### src/rtl/uart_arb_pkg.sv
// Shared types and constants for the uart_tx_arb transmit arbiter.
// Optional message lock is enabled by defining UART_ARB_LOCK_EN.
package uart_arb_pkg;

  localparam int UART_ARB_MAX_REQ = 8;
  localparam int BYTE_W           = 8;

  typedef enum logic [1:0] {
    ARB  = 2'd0,
    SEND = 2'd1,
    LOCK = 2'd2
  } arb_state_e;

endpackage

### src/rtl/uart_tx_arb_rr_pick.sv
// Combinational round-robin picker: first asserted request at or after ptr,
// wrapping modulo N_REQ, optionally restricted to a single index (mask_id).
module rr_pick
  import uart_arb_pkg::*;
#(
  parameter int N_REQ = 2,
  parameter int ID_W  = 1
) (
  input  logic [N_REQ-1:0] req,
  input  logic [ID_W-1:0]  ptr,
  input  logic             mask_en,
  input  logic [ID_W-1:0]  mask_id,
  output logic [N_REQ-1:0] gnt,
  output logic [ID_W-1:0]  idx
);

  localparam int SCAN_N = (N_REQ < UART_ARB_MAX_REQ) ? N_REQ : UART_ARB_MAX_REQ;

  logic [ID_W:0]   sum;
  logic [ID_W-1:0] cand;
  logic            found;

  // NOTE: every variable written here gets a default before the loop, so no
  // path through the block leaves a value held and no latch is inferred.
  always_comb begin
    gnt   = '0;
    idx   = '0;
    found = 1'b0;
    sum   = '0;
    cand  = '0;
    for (int i = 0; i < SCAN_N; i++) begin
      sum = {1'b0, ptr} + (ID_W+1)'(i);
      if (sum >= (ID_W+1)'(N_REQ)) sum = sum - (ID_W+1)'(N_REQ);
      cand = sum[ID_W-1:0];
      if (!found && req[cand] && (!mask_en || cand == mask_id)) begin
        found     = 1'b1;
        gnt[cand] = 1'b1;
        idx       = cand;
      end
    end
  end

endmodule

### src/rtl/uart_tx_arb.sv
// Round-robin arbiter sharing one uart_core transmitter among N_REQ byte sources.
// Define UART_ARB_LOCK_EN to hold the grant until a byte marked req_last completes.
module uart_tx_arb
  import uart_arb_pkg::*;
#(
  parameter int N_REQ = 2,
  parameter int ID_W  = (N_REQ > 1) ? $clog2(N_REQ) : 1
) (
  input  logic                    clk,
  input  logic                    rst,
  input  logic [BYTE_W*N_REQ-1:0] req_data,
  input  logic [N_REQ-1:0]        req_valid,
  input  logic [N_REQ-1:0]        req_last,
  output logic [N_REQ-1:0]        req_ready,
  output logic [BYTE_W-1:0]       data_in,
  output logic                    data_in_valid,
  input  logic                    data_in_ready,
  output logic [ID_W-1:0]         grant_id,
  output logic                    busy
);

  arb_state_e        state;
  logic [ID_W-1:0]   rr_ptr;
  logic [ID_W-1:0]   next_ptr;
  logic [ID_W-1:0]   pick_idx;
  logic [N_REQ-1:0]  pick_gnt;
  logic [BYTE_W-1:0] pick_byte;
  logic              mask_en;
  logic              arb_phase;
  logic              accept;

`ifdef UART_ARB_LOCK_EN
  logic last_q;
  logic pick_last;

  assign mask_en   = (state == LOCK);
  assign pick_last = |(req_last & pick_gnt);
`else
  logic unused_last;

  assign unused_last = ^req_last;
  assign mask_en     = 1'b0;
`endif

  rr_pick #(
    .N_REQ (N_REQ),
    .ID_W  (ID_W)
  ) u_pick (
    .req     (req_valid),
    .ptr     (rr_ptr),
    .mask_en (mask_en),
    .mask_id (grant_id),
    .gnt     (pick_gnt),
    .idx     (pick_idx)
  );

  assign arb_phase = (state == ARB) || (state == LOCK);
  assign req_ready = (arb_phase && !rst) ? pick_gnt : '0;
  assign accept    = |(req_valid & req_ready);
  assign busy      = (state != ARB);
  assign next_ptr  = (grant_id == ID_W'(N_REQ-1)) ? '0 : grant_id + ID_W'(1);

  always_comb begin
    pick_byte = '0;
    for (int k = 0; k < N_REQ; k++) begin
      if (pick_gnt[k]) pick_byte = req_data[BYTE_W*k +: BYTE_W];
    end
  end

  // NOTE: state registers use non-blocking assignments so every register in
  // this block samples the pre-edge values, independent of statement order.
  always_ff @(posedge clk) begin
    if (rst) begin
      state         <= ARB;
      rr_ptr        <= '0;
      grant_id      <= '0;
      data_in       <= '0;
      data_in_valid <= 1'b0;
`ifdef UART_ARB_LOCK_EN
      last_q        <= 1'b1;
`endif
    end else begin
      case (state)
`ifdef UART_ARB_LOCK_EN
        ARB, LOCK: begin
`else
        ARB: begin
`endif
          if (accept) begin
            data_in       <= pick_byte;
            grant_id      <= pick_idx;
            data_in_valid <= 1'b1;
            state         <= SEND;
`ifdef UART_ARB_LOCK_EN
            last_q        <= pick_last;
`endif
          end
        end
        SEND: begin
          // data_in is left untouched here; it only changes on the next accept.
          if (data_in_ready) begin
            data_in_valid <= 1'b0;
            rr_ptr        <= next_ptr;
`ifdef UART_ARB_LOCK_EN
            state         <= last_q ? ARB : LOCK;
`else
            state         <= ARB;
`endif
          end
        end
        default: state <= ARB;
      endcase
    end
  end

endmodule
### config.mk
export PLATFORM = sky130hd
export DESIGN_NAME = uart_tx_arb
export DESIGN_NICKNAME = d
export VERILOG_FILES = /design/src/rtl/uart_arb_pkg.sv /design/src/rtl/uart_tx_arb_rr_pick.sv /design/src/rtl/uart_tx_arb.sv
export SDC_FILE = /design/constraint.sdc
export NUM_CORES = 1
export LEC_CHECK = 0
export BUFFER_PORTS_ARGS = -buffer_cell sky130_fd_sc_hd__buf_2
export CAP_MARGIN = 10
export CORE_MARGIN = 1.5
export CORE_UTILIZATION = 29
export DETAILED_ROUTE_END_ITERATION = 8
export HOLD_SLACK_MARGIN = 0.1
export MAX_ROUTING_LAYER = met4
export PLACE_DENSITY = 0.69
export SLEW_MARGIN = 0
export SYNTH_ARGS = -nofsm -noshare
export SYNTH_HDL_FRONTEND = slang
export SYNTH_SLANG_ARGS = --single-unit
export TNS_END_PERCENT = 50
### constraint.sdc
create_clock -name clk -period 2.2 [get_ports clk]
set_input_delay 0.11 -clock clk [delete_from_list [all_inputs] [get_ports clk]]
set_output_delay 0.11 -clock clk [all_outputs]
set_load 0.1 [all_outputs]
Yosys cells after proc, flatten, opt, wreduce, memory -nomap -nowiden
Cells that the tools add are included.

operators by class
  muxes and demuxes = 25
  bitwise logic cells = 2
  add/subtract/negate cells = 4
  equality and inequality tests = 4
  $lt $le $gt $ge = 6
  reduce and logical (&&, ||, !) cells = 15

operators by type and width
  operator                                                                             count
  8-bit 2-to-1 mux                                                                     2
  1-bit 2-to-1 mux                                                                     14
  2-bit 2-to-1 mux                                                                     5
  2-bit AND reduction                                                                  3
  1-bit logical AND                                                                    4
  1-bit by 2-bit less-than comparator with 1-bit output, second input constant         2
  2-bit != test, second input constant                                                 2
  2-bit one-hot mux with 2 select lines                                                1
  2-bit nonzero test                                                                   2
  3-bit AND reduction                                                                  1
  1-bit by 1-bit adder with 2-bit output, second input constant                        1
  2-bit bitwise AND                                                                    1
  1-bit demux with 1-bit select                                                        2
  2-bit by 1-bit == test with 1-bit output, second input constant                      1
  2-bit == test, second input constant                                                 1
  1-bit greater-or-equal comparator, second input constant                             2
  1-bit by 2-bit greater-or-equal comparator with 1-bit output, second input constant  1
  2-bit greater-or-equal comparator, second input constant                             1
  1-bit zero test                                                                      2
  2-bit zero test                                                                      1
  2-bit bitwise OR                                                                     1
  1-bit one-hot mux with 2 select lines                                                1
  2-bit OR reduction                                                                   1
  1-bit subtractor, second input constant                                              2
  other kinds (2)                                                                      2

word-level totals
  register bits = 13
  bits of input ports = 23
  logic and storage cells = 61

Logic depth before layout (Yosys ltp)
Gate-level depths: netlist of the first run.

  depth after elaboration = 14
  mapped depth = 4
  mapped depth without buffers = 3

By module
A second synthesis of the first run with hierarchy kept.

unflattened totals
  cells, all modules = 70
  area, all modules = 616.8 um^2

modules (own cells, without submodules)
  module       seq. area each (um^2)  cells an instance  area an instance (um^2)  instances
  uart_tx_arb  220.2                  62                 568.0                    1
  rr_pick      0.0                    8                  48.8                     1

Worst setup path after synthesis of the first run
Ideal clock, no wire load.

  path kind = register to register
  start = register data_in_valid (netlist name)
  end = register grant_id
  setup time = 0.063 ns
  buffers on the path = 1
  cell stages (with the launch flop) = 5
  slack = -0.154 ns
  arrival = 2.291 ns
  cell sequence = dfxtp_1 buf_2 nor3b_4 and2_1 a31o_2

RTL lines
  element               RTL line           RTL
  to (signal assigned)  uart_tx_arb.sv:91  grant_id <= pick_idx;
  to (decl)             uart_tx_arb.sv:18  output logic [ID_W-1:0] grant_id,

Worst setup path after layout of the first run
  start = register rr_ptr
  end = output port req_ready[1]

on the way
  longest elaborated chain between the ends = 10

ends and longest elaborated chain
  element                                                                                              RTL line                   RTL
  from (decl)                                                                                          uart_tx_arb.sv:23          logic [ID_W-1:0] rr_ptr;
  from (signal assigned)                                                                               uart_tx_arb.sv:103         rr_ptr <= next_ptr;
  1-bit by 1-bit adder with 2-bit output (tied with other cells)                                       uart_tx_arb_rr_pick.sv:32  sum = {1'b0, ptr} + (ID_W+1)'(i);
  2-bit greater-or-equal comparator (tied with other cells)                                            uart_tx_arb_rr_pick.sv:33  if (sum >= (ID_W+1)'(N_REQ)) sum = sum - (ID_W+1)'(N_REQ);
  1-bit 2-to-1 mux (tied with other cells)                                                             uart_tx_arb_rr_pick.sv:33
  1-bit by 2-bit less-than comparator with 1-bit output (implied by the code) (tied with other cells)  uart_tx_arb_rr_pick.sv:37  gnt[cand] = 1'b1;
  1-bit logical AND (implied by the code) or 1-bit 2-to-1 mux (tied branches)                          uart_tx_arb_rr_pick.sv:37
  1-bit 2-to-1 mux (implied by the code) or 1-bit demux with 1-bit select (tied branches)              n/a
  1-bit demux with 1-bit select or 2-bit 2-to-1 mux (tied branches)                                    n/a
  2-bit bitwise OR (no source line)                                                                    n/a
  2-bit 2-to-1 mux (*)                                                                                 uart_tx_arb_rr_pick.sv:35  if (!found && req[cand] && (!mask_en || cand == mask_id)) begin
  2-bit 2-to-1 mux (*)                                                                                 uart_tx_arb.sv:58          assign req_ready = (arb_phase && !rst) ? pick_gnt : '0;
  to (decl)                                                                                            uart_tx_arb.sv:14          output logic [N_REQ-1:0] req_ready,

Mark *: on every way between the ends. The rest lies on a longest branch, timed or not. The select of a mux whose other input is x is not followed.

==> flow_metrics.tcl, run 1 <==
set metrics [dict create \
    grt_max_degree 12 \
    viasPerCell 4.710 \
    synth_seq_cells 11 \
    cp.required_ns 2.09 \
    core-area_um2 1745 \
    total_power_mw 0.6378 \
    yosysWarnings 0 \
    grt_overflow 0 \
    start_util_pct 31.25 \
    rsz0062_at_grt "no" \
    placementRows 15 \
    slew_viol_final 0 \
    hpwl_um 1062 \
    crit_buf_inv 1 \
    ios 36 \
    rr_worst_depth 5 \
    holdPathEnd "data_in[3]$_SDFFE_PP0P_" \
    r2r_slack_ns 0.43 \
    io_buffer_count 33 \
    clockBufferDepth 2 \
    arrival_ns 1.67 \
    hold_depth 3 \
    fmax_ghz 0.5603 \
    die_area_um2 2150 \
    drt-wirelength-per-cell_um 11.20 \
    syn2layout_area_growth_pct 62.61 \
    place.gp.congestion 0.7506 \
    p_per_area_nw_per_um2 719.0 \
    multi_input_area_um2 297.8 \
    fin_crit_ns 1.785 \
    finClkSkew_ns 0.0004081 \
    cts_tree "yes" \
    drv_cap 0 \
    timing.rr.end "data_in[4]$_SDFFE_PP0P_" \
    gr-usage-all-layers_pct 17.57 \
    clkTransAtPathRegs_ns 0.08 \
    die_w_um 46.37 \
    final_cell_mix "33 x buf_2, 13 x dlygate4sd3_1, 11 x dfxtp_1" \
    ys_seq_area_share_pct 40.37 \
    setup_viol 0 \
    ys_types 22 \
    path_delay_family "simple AND/OR/NAND/NOR gates" \
    cpPeakStageDelay_ns 0.42 \
    num_vias 650 \
    drt-total-wl_um 1546 \
    design_area_um2 887.1 \
    min_from "req_data[11]" \
    status "finished, final reports clean" \
    ant_nets 0 \
    timing.hold.ws_ns 0.09955 \
    drtIter0Drc 14 \
    placed_cell_area_um2 729.5 \
    syn_avg_cell_area_um2 8.266 \
    clock-sinks 11 \
    crit_path_max_fanout 9 \
    syn-num-nets 89 \
    drt-pass1-iter-count 4 \
    clock_latency_ns 0.28 \
    layout.cells.most_common "buf_2" \
    p_leak_nw 0.4182 \
    post-cts-setup-buffers 0 \
    grt_pass1_wl_um 2497 \
    syn-instance-count 66 \
    seqCellArea_um2 220.2 \
    cts_root_buf "clkbuf_4" \
    tns_ns 0 \
    finalNetCount 137 \
    dieHeight_um 46.37 \
    slew_headroom_pct 67.47 \
    worst_pin_slew_ns 0.4914 \
    endpoint_kind "primary output" \
    antenna_found_initial 0 \
    fin_crit_sh_pct 81.12 \
    synth_area_um2 545.5 \
    vdd_drop_max_mv 0.3564 \
    slowest_stage "buf_2" \
    cp-start-kind "register" \
    htreeDepth 1 \
    n_antenna_cell 0 \
    fill_cells 188 \
    path_cells "nand2b_1, and2_2, buf_2" \
    hold_violations 0 \
    numCtsBuffers 3 \
    grt_pass1_vias 564 \
    drc 0 \
    worstHoldPathType "input pin to register" \
    layout-drive-gt1-share_pct 38.94 \
    crit_type "register to primary output" \
    r2r_start "data_in_valid$_SDFFE_PP0P_" \
]
synth_stat cells:
library cell,n,area share (%)
a31o_2,1,1.6
buf_2,2,1.8
o31ai_1,2,2.8
o21ba_2,1,1.8
nor3_2,1,1.8
nor3b_4,1,3.4
nand3_1,8,7.3
a31oi_1,8,9.2
mux2i_1,1,1.8
o21a_1,1,1.4
dfxtp_1,11,40
o21ai_0,6,5.5
buf_4,1,1.4
and2_1,2,2.3
nor2b_1,1,1.1
clkbuf_1,1,0.69
nand4_1,2,2.3
nor2_1,3,2.1
nand2b_1,2,2.3
nand2_1,8,5.5
a21boi_2,1,2.1
inv_1,2,1.4
registers in the layout, indices dropped and copies added (netlist names):
name / count
data_in_valid: 1
grant_id: 1
data_in: 8
rr_ptr: 1
cell type report:
type | instances | share of cell area (%)
repair buffers | 47 | 34.13
multi-input cells | 49 | 33.57
flip-flops and latches | 11 | 24.82
well taps | 25 | 3.526
clock buffers | 3 | 2.539
inverters | 2 | 0.8463
clock inverters | 1 | 0.5642
per-layer routing:
| layer | part of all wire, % | track usage [%] | up-vias |
|---|---|---|---|
| met2 | 47 | 25.00 | 23 |
| met5 | 0 | - | - |
| li1 | - | - | 332 |
| met4 | 2.7 | 10.29 | 0 |
| met1 | 45 | 21.33 | 290 |
| met3 | 5.4 | 5.882 | 5 |
worst max path at each step:
stage,start,depth (start not counted),slack [ns],end
2_1_floorplan,data_in_valid$_SDFFE_PP0P_,4,0.07,grant_id$_SDFFE_PP0P_
3_5_place_dp,rr_ptr$_SDFFE_PP0P_,3,0.73,req_ready[1]
4_1_cts,rr_ptr$_SDFFE_PP0P_,3,0.42,req_ready[1]
3_3_place_gp,rr_ptr$_SDFFE_PP0P_,3,0.76,req_ready[1]
6_report,rr_ptr$_SDFFE_PP0P_,3,0.42,req_ready[1]
5_1_grt,rr_ptr$_SDFFE_PP0P_,3,0.32,req_ready[1]
power breakdown:
part	internal, mW	switching [mW]
Sequential	0.216	0.0118
Combinational	0.0703	0.193
Clock	0.0676	0.0784
cells by family after synthesis:
| family | share of synthesized area (%) |
|---|---|
| multiplexers | 1.835 |
| buffers and inverters | 5.276 |
| AND/OR/NAND/NOR | 28.21 |
| AO/OA/AOI/OAI | 24.31 |
| flip-flops | 40.37 |
stage by stage:
stage               instances  utilization (%)  setup WS, ns
finish                    138            50.82        0.4153
global route              138            50.82        0.3221
CTS                       138            50.82        0.4222
detailed placement        121            41.79        0.7329
global placement          121            41.79        0.7606
floorplan                  66                -       0.06574
worst reg2reg max path, cell delays in order, from the launching register on:
cell and delay [ns]:
dfxtp_1 0.43, nor3b_4 0.25, buf_4 0.19, nand3_1 0.09
a31oi_1 0.19, dlygate4sd3_1 0.57
repair_timing:
action	CTS	global route
hold buffers	13	0
hold endpoints to repair	7	0
gates resized for setup	0	0
Note: power is estimated with default switching activity, not from simulation.
==> run 2, diff against run 1 <==
PLACE_DENSITY = 0.71   (was 0.69)
clock period = 1.4 ns   (was 2.2 ns; I/O delays follow)
==> run 2 against run 1 <==
First-iteration DRC count up 21%. Largest power group unchanged. Worst hold slack gained 0.0085 ns. Critical path depth unchanged. Final area up 11%. Highest routed layer unchanged. Global-route usage is 0.94 points lower. Die area did not move. Sequential cell count stayed put. Count of clock-buffer cells in the layout rose by 1. Worst setup slack lost 0.34 ns. Sequential power grew 57%. Utilization increased by 5.7 points.
==> flow_metrics.tcl, run 2 (same netlist as run 1, synthesis figures left out) <==
set metrics [dict create \
    status "finished, final reports clean" \
    r2r_start "data_in_valid$_SDFFE_PP0P_" \
    stdcell_count 145 \
    place.gp.congestion 0.8286 \
    grt_pass1_wl_um 2387 \
    ant_nets 0 \
    viasPerCell 4.752 \
    tns_ns 0 \
    setup_viol 0 \
    io_buffer_count 33 \
    final_core_util_pct 56.56 \
    place_ws_ns 0.2272 \
    core-area_um2 1745 \
    slew_viol_final 0 \
    hpwl_um 1135 \
    drt-pass1-iter-count 4 \
    numCtsBuffers 3 \
    fill_cells 174 \
    drtIter0Drc 17 \
    drt-wirelength-per-cell_um 11.74 \
    grt_pass1_vias 585 \
    timing.hold.ws_ns 0.1080 \
    worstSetupEndpoint "req_ready[0]" \
    layout-drive-gt1-share_pct 40.83 \
    final_cell_mix "31 x buf_2, 17 x dlygate4sd3_1, 10 x dfxtp_1" \
    die_w_um 46.37 \
    worstHoldPathType "input pin to register" \
    finClkSkew_ns 0.004452 \
    cpPeakStageDelay_ns 0.35 \
    crit_type "register to primary output" \
    timing.rr.end "data_in[7]$_SDFFE_PP0P_" \
    clock-sinks 11 \
    crit_start "rr_ptr$_SDFFE_PP0P_" \
    num_vias 689 \
    crit_buf_inv 1 \
    arrival_ns 1.26 \
    total_power_mw 1.017 \
    finalNetCount 144 \
    worst_pin_slew_ns 0.5048 \
    drt-total-wl_um 1702 \
    gr-usage-all-layers_pct 16.64 \
    endpoint_kind "primary output" \
    design_area_um2 987.2 \
    clkTransAtPathRegs_ns 0.08 \
    cts_tree "yes" \
    clock_latency_ns 0.27 \
    p_leak_nw 0.4485 \
    p_per_area_nw_per_um2 1030 \
    drv_cap 0 \
    grt_overflow 0 \
    r2r_slack_ns 0.20 \
    cts_root_buf "clkbuf_4" \
    antenna_found_initial 0 \
    slew_headroom_pct 66.16 \
    largest_register "data_in" \
    dieHeight_um 46.37 \
    hold_depth 3 \
    grt_max_degree 12 \
    syn2layout_area_growth_pct 80.96 \
    placementRows 15 \
    crit_path_max_fanout 5 \
    path_delay_family "flip-flops" \
    placed_cell_area_um2 780.7 \
    path_cells "a21boi_2, and2_2, buf_12" \
    slowest_stage "dfxtp_1" \
    clockBufferDepth 2 \
    die_area_um2 2150 \
    largest_reg_flops 8 \
    start_util_pct 31.25 \
    rr_worst_depth 5 \
    cp-start-kind "register" \
    postLayoutSetupSlackWorst_ns 0.07459 \
    fin_crit_ns 1.325 \
    hold_violations 0 \
    fin_crit_sh_pct 94.67 \
    cp_num_cells 3 \
    vdd_drop_max_mv 0.4036 \
    fmax_ghz 0.7545 \
    dp_cells 123 \
    layout.cells.most_common "buf_2" \
    cp.required_ns 1.33 \
    htreeDepth 1 \
    min_from "req_data[3]" \
    drc 0 \
    n_antenna_cell 0 \
    ios 36 \
    rsz0062_at_grt "no" \
]
-- run 2: repair_timing --
item	4_1_cts	5_1_grt
hold endpoints to repair	8	0
endpoints found under the setup margin	1	1
cloned	0	0
setup buffers	1	0
hold buffers	17	0
pin swaps	1	0
gates resized for setup	0	1
-- run 2: layout make-up --
cell class / instances / area [µm²] / share of cell area [%]
repair buffers: 54 / 395.4 / 40.05
multi-input cells: 49 / 302.8 / 30.67
flip-flops and latches: 11 / 224.0 / 22.69
well taps: 25 / 31.28 / 3.169
clock buffers: 4 / 26.28 / 2.662
inverters: 2 / 7.507 / 0.7605
-- run 2: how the worst min path moves through the flow --
stage / end / slack [ns]
global placement: data_in[2]$_SDFFE_PP0P_ / 0.34
global route: data_in[3]$_SDFFE_PP0P_ / 0.11
detailed placement: data_in[0]$_SDFFE_PP0P_ / 0.34
floorplan: data_in[0]$_SDFFE_PP0P_ / 0.22
CTS: data_in[3]$_SDFFE_PP0P_ / 0.11
finish: data_in[3]$_SDFFE_PP0P_ / 0.11
-- run 2: tightest hold or removal path, delay by kind of cell --
| family | cells | cell delay (ns) |
|---|---|---|
| buf+inv | 1 | 0.10 |
| compound gates | 1 | 0.09 |
| simple gates | 1 | 0.07 |
-- run 2: layer usage --
metal / track usage, % / vias to the layer above / wire length (µm)
met3: 2.353 / 2 / 95
met2: 24.44 / 29 / 842
li1: - / 349 / -
met4: 14.29 / 0 / 27
met1: 19.58 / 309 / 736
met5: - / - / 0
-- run 2: power by group --
| part | total [mW] | leakage [nW] | internal, mW | switching, mW |
|---|---|---|---|---|
| Sequential | 0.359 | 0.0918 | 0.340 | 0.0195 |
| Combinational | 0.436 | 0.342 | 0.127 | 0.309 |
| Clock | 0.222 | 0.0150 | 0.110 | 0.112 |
==> run 3, diff against run 2 <==
PLACE_DENSITY = 0.69   (was 0.71)
clock period = 1.25 ns   (was 1.4 ns; I/O delays follow)
==> run 3 against run 2 <==
The flow now finishes with violations (setup timing). Total power is 14% higher. Global-route usage is 2.4 points higher. Critical endpoint is now req_ready[1]. Wire length grew 3.9%. First-iteration DRC count fell by 29%.
==> flow_metrics.tcl, run 3 (same netlist as run 1, synthesis figures left out) <==
set metrics [dict create \
    status "finished, violations left" \
    violations "setup timing" \
    die_w_um 46.37 \
    layout-drive-gt1-share_pct 45.60 \
    met3_usage_pct 5.882 \
    place_ws_ns 0.07703 \
    fmax_ghz 0.7940 \
    clkPwrFrac_pct 21.1 \
    clock-sinks 11 \
    numCtsBuffers 3 \
    ios 36 \
    hold_violations 0 \
    placementRows 15 \
    fin_crit_ns 1.259 \
    io_buffer_count 33 \
    swShare_pct 42.66 \
    stdcell_count 150 \
    p_comb_share_pct 44.1 \
    num_vias 718 \
    finClkSkew_ns 0.002054 \
    p_seq_share_pct 34.8 \
    drt-wirelength-per-cell_um 11.79 \
    drt-total-wl_um 1769 \
    htreeDepth 1 \
    hpwl_um 1152 \
    grt_pass1_vias 665 \
    gr-usage-all-layers_pct 19.00 \
    grt_max_degree 9 \
    drt-pass1-iter-count 4 \
    grtUsageMet1_pct 21.60 \
    ant_nets 0 \
    worstHoldPathType "input pin to register" \
    core-area_um2 1745 \
    vdd_drop_max_mv 0.6609 \
    grt_overflow 0 \
    cp-start-kind "register" \
    antenna_found_initial 0 \
    grt.busiest_layer "met2" \
    dp_cells 125 \
    largest_register "data_in" \
    cts_tree "yes" \
    netSwitchingPower_mw 0.4951 \
    die_area_um2 2150 \
    finalNetCount 149 \
    place.gp.congestion 0.7977 \
    slew_headroom_pct 67.68 \
    start_util_pct 31.25 \
    grt_pass1_wl_um 2753 \
    clkTransAtPathRegs_ns 0.07 \
    fill_cells 162 \
    p_leak_nw 0.4808 \
    arrival_ns 1.20 \
    rsz0062_at_grt "yes" \
    slew_viol_final 0 \
    p_per_area_nw_per_um2 1116 \
    endpoint_kind "primary output" \
    worst_pin_slew_ns 0.4882 \
    clockBufferDepth 2 \
    drc 0 \
    dieHeight_um 46.37 \
    clock_latency_ns 0.27 \
    setup_viol 1 \
    grt_use_met2_pct 31.11 \
    drtIter0Drc 12 \
    postLayoutSetupSlackWorst_ns -0.009385 \
    drv_cap 0 \
    n_antenna_cell 0 \
    syn2layout_area_growth_pct 90.60 \
    final_cell_mix "31 x buf_2, 18 x dlygate4sd3_1" \
    crit_type "register to primary output" \
    fin_crit_sh_pct 100.8 \
    cts_root_buf "clkbuf_4" \
    layout.cells.most_common "buf_2" \
    largest_reg_flops 8 \
    p_int_mw 0.6654 \
    viasPerCell 4.787 \
    cp.required_ns 1.19 \
    crit_path_max_fanout 7 \
]
[run 3: layout make-up]
type | instances | area [µm²] | share of cell area, %
Timing Repair Buffer | 59 | 435.4 | 41.88
Multi-Input combinational cell | 49 | 309.0 | 29.72
Sequential cell | 11 | 230.2 | 22.14
Tap cell | 25 | 31.28 | 3.008
Clock buffer | 4 | 26.28 | 2.527
Inverter | 2 | 7.507 | 0.7220
[run 3: critical path, cell delays in order (launching register included)]
cell and delay (ns):
dfxtp_4 0.37, nor3b_4 0.20, and2_4 0.19, buf_12 0.17
[run 3: final timing paths]
kind / startpoint / endpoint / slack, ns / depth (start not counted)
min: data_in_ready / data_in_valid$_SDFFE_PP0P_ / 0.11 / 3
max: data_in_valid$_SDFFE_PP0P_ / req_ready[1] / -0.009 / 3
min reg2reg: data_in[3]$_SDFFE_PP0P_ / data_in[3]$_SDFFE_PP0P_ / 0.49 / 2
max reg2reg: data_in_valid$_SDFFE_PP0P_ / data_in[2]$_SDFFE_PP0P_ / 0.09 / 5
[run 3: through the flow]
| stage | setup TNS, ns | util, % | total power [mW] | hold slack [ns] | instance area (µm²) |
|---|---|---|---|---|---|
| global placement | 0 | 45.95 | 0.8590 | 0.3177 | 802.0 |
| CTS | -0.08089 | 59.07 | 1.165 | 0.1050 | 1031 |
| floorplan | -0.7400 | - | 0.7571 | 0.2096 | 565.5 |
| detailed placement | 0 | 45.95 | 0.8642 | 0.3213 | 802.0 |
| global route | -0.1430 | 59.57 | 1.219 | 0.1092 | 1040 |
| finish | -0.009385 | 59.57 | 1.160 | 0.1148 | 1040 |
[run 3: power groups by stage]
| stage | Combinational, mW | Sequential (mW) | Clock (mW) |
|---|---|---|---|
| after floorplan | 0.143 | 0.614 | 0 |
| after global placement | 0.448 | 0.411 | 0 |
| after detailed placement | 0.451 | 0.413 | 0 |
| after CTS | 0.506 | 0.404 | 0.255 |
| after global routing | 0.535 | 0.407 | 0.278 |
| final | 0.512 | 0.404 | 0.245 |
[run 3: timing repair]
action	4_1_cts	5_1_grt
hold endpoints to repair	9	0
resized for setup	1	1
setup endpoints to repair	2	5
hold buffers	18	0
buffers inserted	2	1
pin swaps	2	2
[run 3: metal layers]
metal	up-vias	routed length [µm]
met5	-	0
met4	0	21
met3	5	92
met2	28	867
met1	324	788
li1	361	-
